===== config.mk =====
export PLATFORM = sky130hd
export DESIGN_NAME = matrix_feeder
export DESIGN_NICKNAME = d
export VERILOG_FILES = /design/src/rtl/matrix_pkg.sv /design/src/rtl/skew_lane.sv /design/src/rtl/matrix_feeder.sv
export SDC_FILE = /design/constraint.sdc
export NUM_CORES = 1
export LEC_CHECK = 0
export ABC_AREA = 0
export CORE_MARGIN = 3
export CORE_UTILIZATION = 53
export DETAILED_ROUTE_END_ITERATION = 10
export PLACE_DENSITY = 0.82
export SYNTH_ARGS = -nofsm -noshare
export SYNTH_HDL_FRONTEND = slang
export SYNTH_SLANG_ARGS = --single-unit

===== constraint.sdc =====
create_clock -name clk -period 5.33 [get_ports clk]
set_input_delay 0.7995 -clock clk [delete_from_list [all_inputs] [get_ports clk]]
set_output_delay 0.7995 -clock clk [all_outputs]
set_load 0.01 [all_outputs]

===== src/rtl/matrix_pkg.sv =====
// Shared sizes, address bounds, FSM encoding and element address decode
// for the 3x3 systolic-array operand feeder.
package matrix_pkg;

    localparam int DW_DEF      = 8;
    localparam int N           = 3;
    localparam int ADDR_MIN    = 1;
    localparam int ADDR_MAX    = 9;
    localparam int STREAM_LAST = 4;
    localparam int DRAIN_LAST  = 2;

    typedef enum logic [1:0] {
        ST_IDLE   = 2'd0,
        ST_STREAM = 2'd1,
        ST_DRAIN  = 2'd2,
        ST_DONE   = 2'd3
    } state_t;

    typedef struct packed {
        logic       ok;
        logic [1:0] row;
        logic [1:0] col;
    } elem_loc_t;

    // Row-major 1-based element index to (row, col); out-of-range sets ok=0.
    function automatic elem_loc_t decode_addr(input logic [3:0] addr);
        elem_loc_t  loc;
        logic [3:0] idx;
        loc = '0;
        idx = addr - 4'd1;
        if (addr >= 4'(ADDR_MIN) && addr <= 4'(ADDR_MAX)) begin
            loc.ok  = 1'b1;
            loc.row = 2'(idx / 4'd3);
            loc.col = 2'(idx % 4'd3);
        end
        return loc;
    endfunction

endpackage


===== src/rtl/skew_lane.sv =====
// One edge lane of the feeder: picks element (t - LANE) of its row/column
// vector while streaming, giving the diagonal skew the array expects.
module skew_lane
    import matrix_pkg::*;
#(
    parameter int DW   = DW_DEF,
    parameter int LANE = 0
) (
    input  logic [DW-1:0] elem_i [N],
    input  logic [2:0]    t_i,
    input  logic          active_i,
    output logic [DW-1:0] operand_o
);

    logic [2:0] k;
    assign k = t_i - 3'(LANE);

    always_comb begin
        operand_o = '0;
        if (active_i && t_i >= 3'(LANE) && k <= 3'd2) begin
            operand_o = elem_i[k[1:0]];
        end
    end

endmodule


===== src/rtl/matrix_feeder.sv =====
// Stores two 3x3 operand matrices and streams them, skewed, into the west
// and north edges of a 3x3 systolic array; all outputs are registered.
module matrix_feeder
    import matrix_pkg::*;
#(
    parameter int DW = DW_DEF
) (
    input  logic          clk,
    input  logic          rst,
    input  logic          wr_en,
    input  logic          wr_sel,
    input  logic [3:0]    wr_addr,
    input  logic [DW-1:0] wr_data,
    input  logic          start,
    output logic [DW-1:0] a_out0,
    output logic [DW-1:0] a_out1,
    output logic [DW-1:0] a_out2,
    output logic [DW-1:0] b_out0,
    output logic [DW-1:0] b_out1,
    output logic [DW-1:0] b_out2,
    output logic          valid,
    output logic          busy,
    output logic          done
);

    state_t        state_q, state_d;
    logic [2:0]    t_q, t_d;
    logic [DW-1:0] a_q [N][N];
    logic [DW-1:0] b_q [N][N];
    logic [DW-1:0] b_col [N][N];
    logic [DW-1:0] a_lane [N];
    logic [DW-1:0] b_lane [N];
    logic [DW-1:0] a_op_q [N];
    logic [DW-1:0] b_op_q [N];
    logic          valid_q, busy_q, done_q;
    logic          idle_ready, start_ok, wr_accept, streaming;
    elem_loc_t     loc;

    // busy_q still covers the DONE cycle's echo, so the block only reopens once busy drops.
    assign idle_ready = (state_q == ST_IDLE) && !busy_q;
    assign start_ok   = idle_ready && start;
    assign loc        = decode_addr(wr_addr);
    assign wr_accept  = idle_ready && wr_en && !start && loc.ok;
    assign streaming  = (state_q == ST_STREAM);

    always_ff @(posedge clk) begin
        if (rst) begin
            state_q <= ST_IDLE;
            t_q     <= '0;
        end else begin
            // NOTE: sequential state uses non-blocking assignment so every register samples pre-edge values.
            state_q <= state_d;
            t_q     <= t_d;
        end
    end

    always_comb begin
        state_d = state_q;
        t_d     = t_q + 3'd1;
        case (state_q)
            ST_IDLE: begin
                t_d = '0;
                if (start_ok) state_d = ST_STREAM;
            end
            ST_STREAM: begin
                if (t_q == 3'(STREAM_LAST)) begin
                    state_d = ST_DRAIN;
                    t_d     = '0;
                end
            end
            ST_DRAIN: begin
                if (t_q == 3'(DRAIN_LAST)) begin
                    state_d = ST_DONE;
                    t_d     = '0;
                end
            end
            ST_DONE: begin
                state_d = ST_IDLE;
                t_d     = '0;
            end
            default: begin
                state_d = ST_IDLE;
                t_d     = '0;
            end
        endcase
    end

    always_ff @(posedge clk) begin
        if (rst) begin
            // NOTE: the matrices are register arrays, not RAM, so clearing them on reset is legal and cheap.
            for (int r = 0; r < N; r++) begin
                for (int c = 0; c < N; c++) begin
                    a_q[r][c] <= '0;
                    b_q[r][c] <= '0;
                end
            end
        end else if (wr_accept) begin
            if (wr_sel) b_q[loc.row][loc.col] <= wr_data;
            else        a_q[loc.row][loc.col] <= wr_data;
        end
    end

    always_comb begin
        for (int c = 0; c < N; c++) begin
            for (int r = 0; r < N; r++) begin
                b_col[c][r] = b_q[r][c];
            end
        end
    end

    for (genvar i = 0; i < N; i++) begin : g_lane
        skew_lane #(.DW(DW), .LANE(i)) u_row (
            .elem_i    (a_q[i]),
            .t_i       (t_q),
            .active_i  (streaming),
            .operand_o (a_lane[i])
        );
        skew_lane #(.DW(DW), .LANE(i)) u_col (
            .elem_i    (b_col[i]),
            .t_i       (t_q),
            .active_i  (streaming),
            .operand_o (b_lane[i])
        );
    end

    always_ff @(posedge clk) begin
        if (rst) begin
            a_op_q  <= '{default: '0};
            b_op_q  <= '{default: '0};
            valid_q <= 1'b0;
            busy_q  <= 1'b0;
            done_q  <= 1'b0;
        end else begin
            a_op_q  <= a_lane;
            b_op_q  <= b_lane;
            valid_q <= streaming;
            busy_q  <= (state_q != ST_IDLE);
            done_q  <= (state_q == ST_DONE);
        end
    end

    assign a_out0 = a_op_q[0];
    assign a_out1 = a_op_q[1];
    assign a_out2 = a_op_q[2];
    assign b_out0 = b_op_q[0];
    assign b_out1 = b_op_q[1];
    assign b_out2 = b_op_q[2];
    assign valid  = valid_q;
    assign busy   = busy_q;
    assign done   = done_q;

endmodule


# Yosys cells after proc, flatten, opt, wreduce, memory -nomap -nowiden
# Memory sizes are Yosys's and may differ from the RTL's.
# Index checks and enable logic that the tools add are counted.
# W data, S select, Z words.
[totals]
regBits = 56
ram_bits = 144
input_bits = 17
output_inout_bits = 51
word_cells = 115
mem_count = 2
[op_classes]
addsub = 4
div_mod_pow = 2
n_lt_le_gt_ge = 13
eq_ne = 8
mux = 44
bitwise_logic = 7
n_reduce_logical = 24
[memory_table]
columns = ["name", "words", "width", "rd", "rd_clocked_by_memory_dff", "wr", "line", "text"]
rows = [
  ["a_q", 3, 24, 3, 0, 3, "matrix_feeder.sv:28", "logic [DW-1:0] a_q [N][N];"],
  ["b_q", 3, 24, 3, 0, 3, "matrix_feeder.sv:29", "logic [DW-1:0] b_q [N][N];"],
]
[op_table]
columns = ["operator", "count"]
rows = [
  ["$mux W24", 6],
  ["$mux W8", 13],
  ["$bmux W8 S2", 6],
  ["$reduce_or A24 Y1", 2],
  ["$demux W8 S2", 1],
  ["$logic_and A1 B1 Y1", 13],
  ["$ge A3 B3 Y1 const B", 4],
  ["$not A2 Y3", 4],
  ["$mux W2", 5],
  ["$le A3 B2 Y1 const B", 3],
  ["$pmux W3 S3", 1],
  ["$mux W1", 8],
  ["$pmux W2 S4", 1],
  ["$reduce_or A2 Y1", 4],
  ["$ge A3 B1 Y1 const B", 2],
  ["$mux W3", 2],
  ["$ne A2 B2 Y1 const B", 3],
  ["$mux W5", 1],
  ["$div A4 B2 Y4 const B", 1],
  ["$eq A2 B2 Y1 const B", 2],
  ["$ge A4 B1 Y1 const B", 1],
  ["$le A4 B4 Y1 const B", 1],
  ["$mod A4 B2 Y4 const B", 1],
  ["$sub A4 B1 Y4 const B", 1],
  ["other kinds (13)", 16],
]

# Longest topological paths before layout
# Gate-level depths: netlist of the first run.
[logic_depth]
ltp_word = 11
mapped_depth = 20
ltp_nobuf = 17

# Cells and area by module
# A second synthesis of the first run with hierarchy kept.
[hier_totals]
hier_cells = 786
area_unflattened_um2 = 9440.3
[modules_own_cells]
columns = ["module", "n_inst", "cells_per_inst", "area_each_um2", "seq_area_each_um2"]
rows = [
  ["matrix_feeder", 1, 564, 7661.1, 5445.2],
  ["skew_lane (g_lane[2].u_col ...)", 2, 37, 319.1, 0.0],
  ["skew_lane (g_lane[1].u_col ...)", 2, 36, 297.8, 0.0],
  ["skew_lane (g_lane[0].u_col ...)", 2, 38, 272.8, 0.0],
]

# Worst setup path after synthesis of the first run
# OpenSTA, ideal clock, no wires.
[synth_path]
kind = "in2reg"
startpoint = "input port wr_addr[3]"
endpoint = "memory a_q[0][0] in the netlist's numbering (enable)"
setup_ps = 387
t_arrival_ps = 4689
t_required_ps = 4943
slack_ps = 255
stages = 18
cell_sequence = "buf_2 or3_1 and2_1 a22o_1 ha_1 inv_1 ha_1 inv_1 a31o_2 nor2_1 xnor2_1 ha_1 nor2_1 mux2_4 or2_1 buf_2 buf_6 o31ai_1"
[synth_rtl]
columns = ["item", "line", "text"]
rows = [
  ["start, declared", "matrix_feeder.sv:12", "input logic [3:0] wr_addr,"],
  ["end, declared", "matrix_feeder.sv:28", ""],
]

==> results of run 1 <==
## layout make-up
cell class                      instances  area, sq um  area share (%)
Multi-Input combinational cell        445         2907           28.39
Clock buffer                           22        495.5           4.839
Tap cell                              216        270.3           2.640
Sequential cell                       200         5446           53.20
Timing Repair Buffer                  103        940.9           9.190
Clock inverter                          9        88.84          0.8676
Inverter                               24        90.09          0.8799
## cell families after synthesis
kind of cell / after synthesis / synth area share (%)
xor gates and xnor gates: 5 / 0.6767
adders and majority gates: 17 / 2.447
AOI/OAI and AO/OA: 105 / 8.522
DFF: 200 / 62.65
muxes: 49 / 5.931
buffers and inverters: 76 / 4.030
and+or+nand+nor: 269 / 15.75
## synthesized netlist by cell type, types with 3 or more instances
| library cell | instances | share of area (%) |
|---|---|---|
| nand2_1 | 24 | 1.0 |
| and2_1 | 3 | 0.22 |
| buf_1 | 3 | 0.13 |
| dfxtp_1 | 56 | 13 |
| nor3_1 | 102 | 5.9 |
| a31oi_1 | 3 | 0.22 |
| mux2i_1 | 32 | 3.7 |
| a41o_1 | 5 | 0.58 |
| a21oi_1 | 35 | 2.0 |
| nor4_1 | 8 | 0.58 |
| nor2_1 | 97 | 4.2 |
| a22oi_1 | 16 | 1.4 |
| edfxtp_1 | 144 | 50 |
| buf_4 | 3 | 0.26 |
| mux2_2 | 16 | 2.1 |
| buf_2 | 13 | 0.75 |
| o31ai_1 | 9 | 0.78 |
| clkbuf_1 | 28 | 1.2 |
| buf_6 | 5 | 0.65 |
| a211oi_1 | 8 | 0.69 |
| nand3_1 | 6 | 0.35 |
| nor4_2 | 16 | 2.3 |
| xnor2_1 | 3 | 0.30 |
| inv_1 | 22 | 0.95 |
| o21ai_0 | 8 | 0.46 |
| ha_1 | 17 | 2.4 |
## power groups by stage
stage	clock, mW	combinational [mW]	sequential, mW
5_1_grt	1.33	0.918	1.77
3_3_place_gp	0	0.810	1.79
4_1_cts	1.27	0.846	1.77
2_1_floorplan	0	0.600	1.80
3_5_place_dp	0	0.839	1.80
6_report	1.26	0.858	1.77
## state kept, by name (all words and copies together), names as in the netlist
signal / cells
b_out0: 8
b_out1: 8
done: 1
a_out1: 8
busy: 1
b_out2: 8
a_out0: 8
a_q: 72
a_out2: 8
b_q: 72
t_q: 3
valid: 1
state_q: 2
## placed cells by master (no fill, tap or decap), types with 9 or more instances in the layout
master and n:
edfxtp_1 144, nor3_1 102, nor2_1 97, clkdlybuf4s50_1 67
dfxtp_1 55, buf_4 36, a21oi_1 35, mux2i_1 32
nand2_1 23, inv_1 22, clkbuf_16 18, ha_1 17
mux2_2 16, a22oi_1 16, nor4_2 16, o31ai_1 9
## how the worst max path moves through the flow
stage,to,slack [ns],cells after the start
floorplan,a_q[0][0],0.25,18
global placement,a_q[0][6],0.29,17
detailed placement,a_q[0][5],0.07,17
CTS,a_q[0][3],0.51,17
global route,b_q[1][14],0.23,20
finish,a_q[0][3],0.47,17
## tightest hold or removal path, stage by stage (launching register included)
cell,delay [ns]
edfxtp_1,0.32
a21oi_1,0.06
nor2_1,0.07
## metal layers
layer / share of wire, % / track usage (%) / up-vias
met2: 49 / 39.56 / 299
met4: 3.7 / 9.446 / 0
met3: 8.0 / 5.401 / 70
met1: 39 / 29.71 / 2941
met5: 0 / 0 / -
li1: - / - / 2813
## through the flow
step	area [sq um]	total power [mW]	worst slack (ns)	hold slack [ns]
2_1_floorplan	8692	2.397	0.2546	0.4474
6_report	10240	3.886	0.4680	0.4793
3_3_place_gp	9654	2.605	0.2869	0.4611
4_1_cts	10240	3.878	0.5100	0.4827
3_5_place_dp	9654	2.638	0.07299	0.4707
5_1_grt	10240	4.022	0.2267	0.5069
==> metrics.txt, run 1 <==
DRT Pass-1 Iters 6; Crit. End Element flop; reg2reg setup slack 1.73 ns; CTS tree yes; synth-to-layout area growth 17.79%; Util after Layout 64.22%; Worst R2R Start t_q[1]; CP delay by family, top simple AND/OR/NAND/NOR gates; most frequent CP cell ha_1; clock sinks 200; worst min path class flop to flop; Max Freq ~210 MHz; Crit-path slowest cell or2_1; final-report hold violation count 0; pin count of the biggest net entering global routing 55; hold bufs inserted after CTS 0; Slew Viols, Final 0; Data required, critical path approximately 5.5 ns; CP Max Fanout 19; Sequential Power Share between 40% and 50%; DR vias approximately 6,100; Core Region between 0.015 and 0.02 sq mm; routed vias/inst 6.009; Post-Synthesis Net Count roughly 760; gp weighted congestion approximately 0.92; TritonCTS buffer count 17; final period utilization 91.22%; Final ANT Viol Nets 0; TNS Setup 0 ns; Post-synth top flop edfxtp_1; Worst Path Arrival approximately 5.0 ns; combinational power share ~22%; clk_skew 0.008326 ns; Final min period 4.862 ns; Unique masters post-synth between 50 and 60; WL final 20,750 um; switching part of the total power 29.61%; first-pass GRT wire length 32,110 um; Post-Syn Area 0.008692 sq mm; Post-synth EDFFs ~140; clock power share around 33%; Slew @ Worst Pin ~1.2 ns; number of global-route vias before repair roughly 6,000; critical path startpoint category input port; hold path endpoint b_out0[6]; Final Non-Filler Cells between 1,000 and 1,500; Post-Synthesis Cells between 700 and 800; outcome complete, no violations; # fillers roughly 1,200; Pint 2.735 mW; Worst-Skew Late Latency ~0.44 ns; cell area power density between 300 and 400 mW/mm^2; Avg Cell Area, Syn 12.06 sq um; critical path's largest stage delay 0.50 ns; # nets final 825; cts repair resizes 0; worst path cell trace clkdlybuf4s50_1 > or3_1 > and2_1 > a22o_1 > ha_1 > inv_1 > ha_1 > inv_1 > a31o_2 > nor2_1 > xnor2_1 > ha_1 > nor2_1 > mux2_4 > or2_1 > o31ai_1 > buf_4; Post-CTS Setup Repair Bufs 0; flop and latch count out of synthesis 200; Critical path origin wr_addr[1]; initial core utilization between 50% and 60%; WL/cell approximately 20 um; fraction of registers with async set/reset 0%; RR Endpoint a_out1[7]; Max-slew headroom between 20% and 30%; Die H 134.1 um; drt drc 0; CTS Buffer Depth 2; RSZ-0062 raised after global routing false; yosys warns 0; Starting DRT DRC Count between 600 and 700; worst reg-to-reg path cell count 6; Top Ports 68; VDD IR-drop max roughly 0.26 mV; # diodes 0; Crit path buffers/inverters 4; sequential fraction of the synthesis area 62.65%; Clk pin slew, worst setup/hold paths roughly 0.070 ns; min-delay src b_q[2][22]; count of input and output buffers 67; die area 0.01797 sq mm; placed insts between 900 and 1,000; worst setup path category input port to flop; maxcap violations 0; Rows 46; Overflow after GRT 0; antenna violations before repair 0; layout cell share with drive strength beyond 1 ~14%; Horiz. Die Dim between 100 and 150 um; net switching power ~1.2 mW; Final setup viols 0; H-tree levels 4; Clock Tree Root clkbuf_16; Hold Path Stages 2; leak pwr around 3.5 nW; HPWL Detailed around 14,000 um; Total GRT Usage between 20% and 30%
No activity file was read; power rests on OpenSTA's default activity.
==> run 2: changes to the inputs <==
==> constraint.sdc (replaced) <==
create_clock -name clk -period 5.33 [get_ports clk]
set_input_delay 0.7995 -clock clk [delete_from_list [all_inputs] [get_ports clk]]
set_output_delay 0.7995 -clock clk [all_outputs]
set_load 0.005 [all_outputs]
==> results of run 2 <==
The final DEF is identical to that of run 1. Status: complete, no violations.
Among the figures that moved: total power 3.886 mW -> 3.879 mW
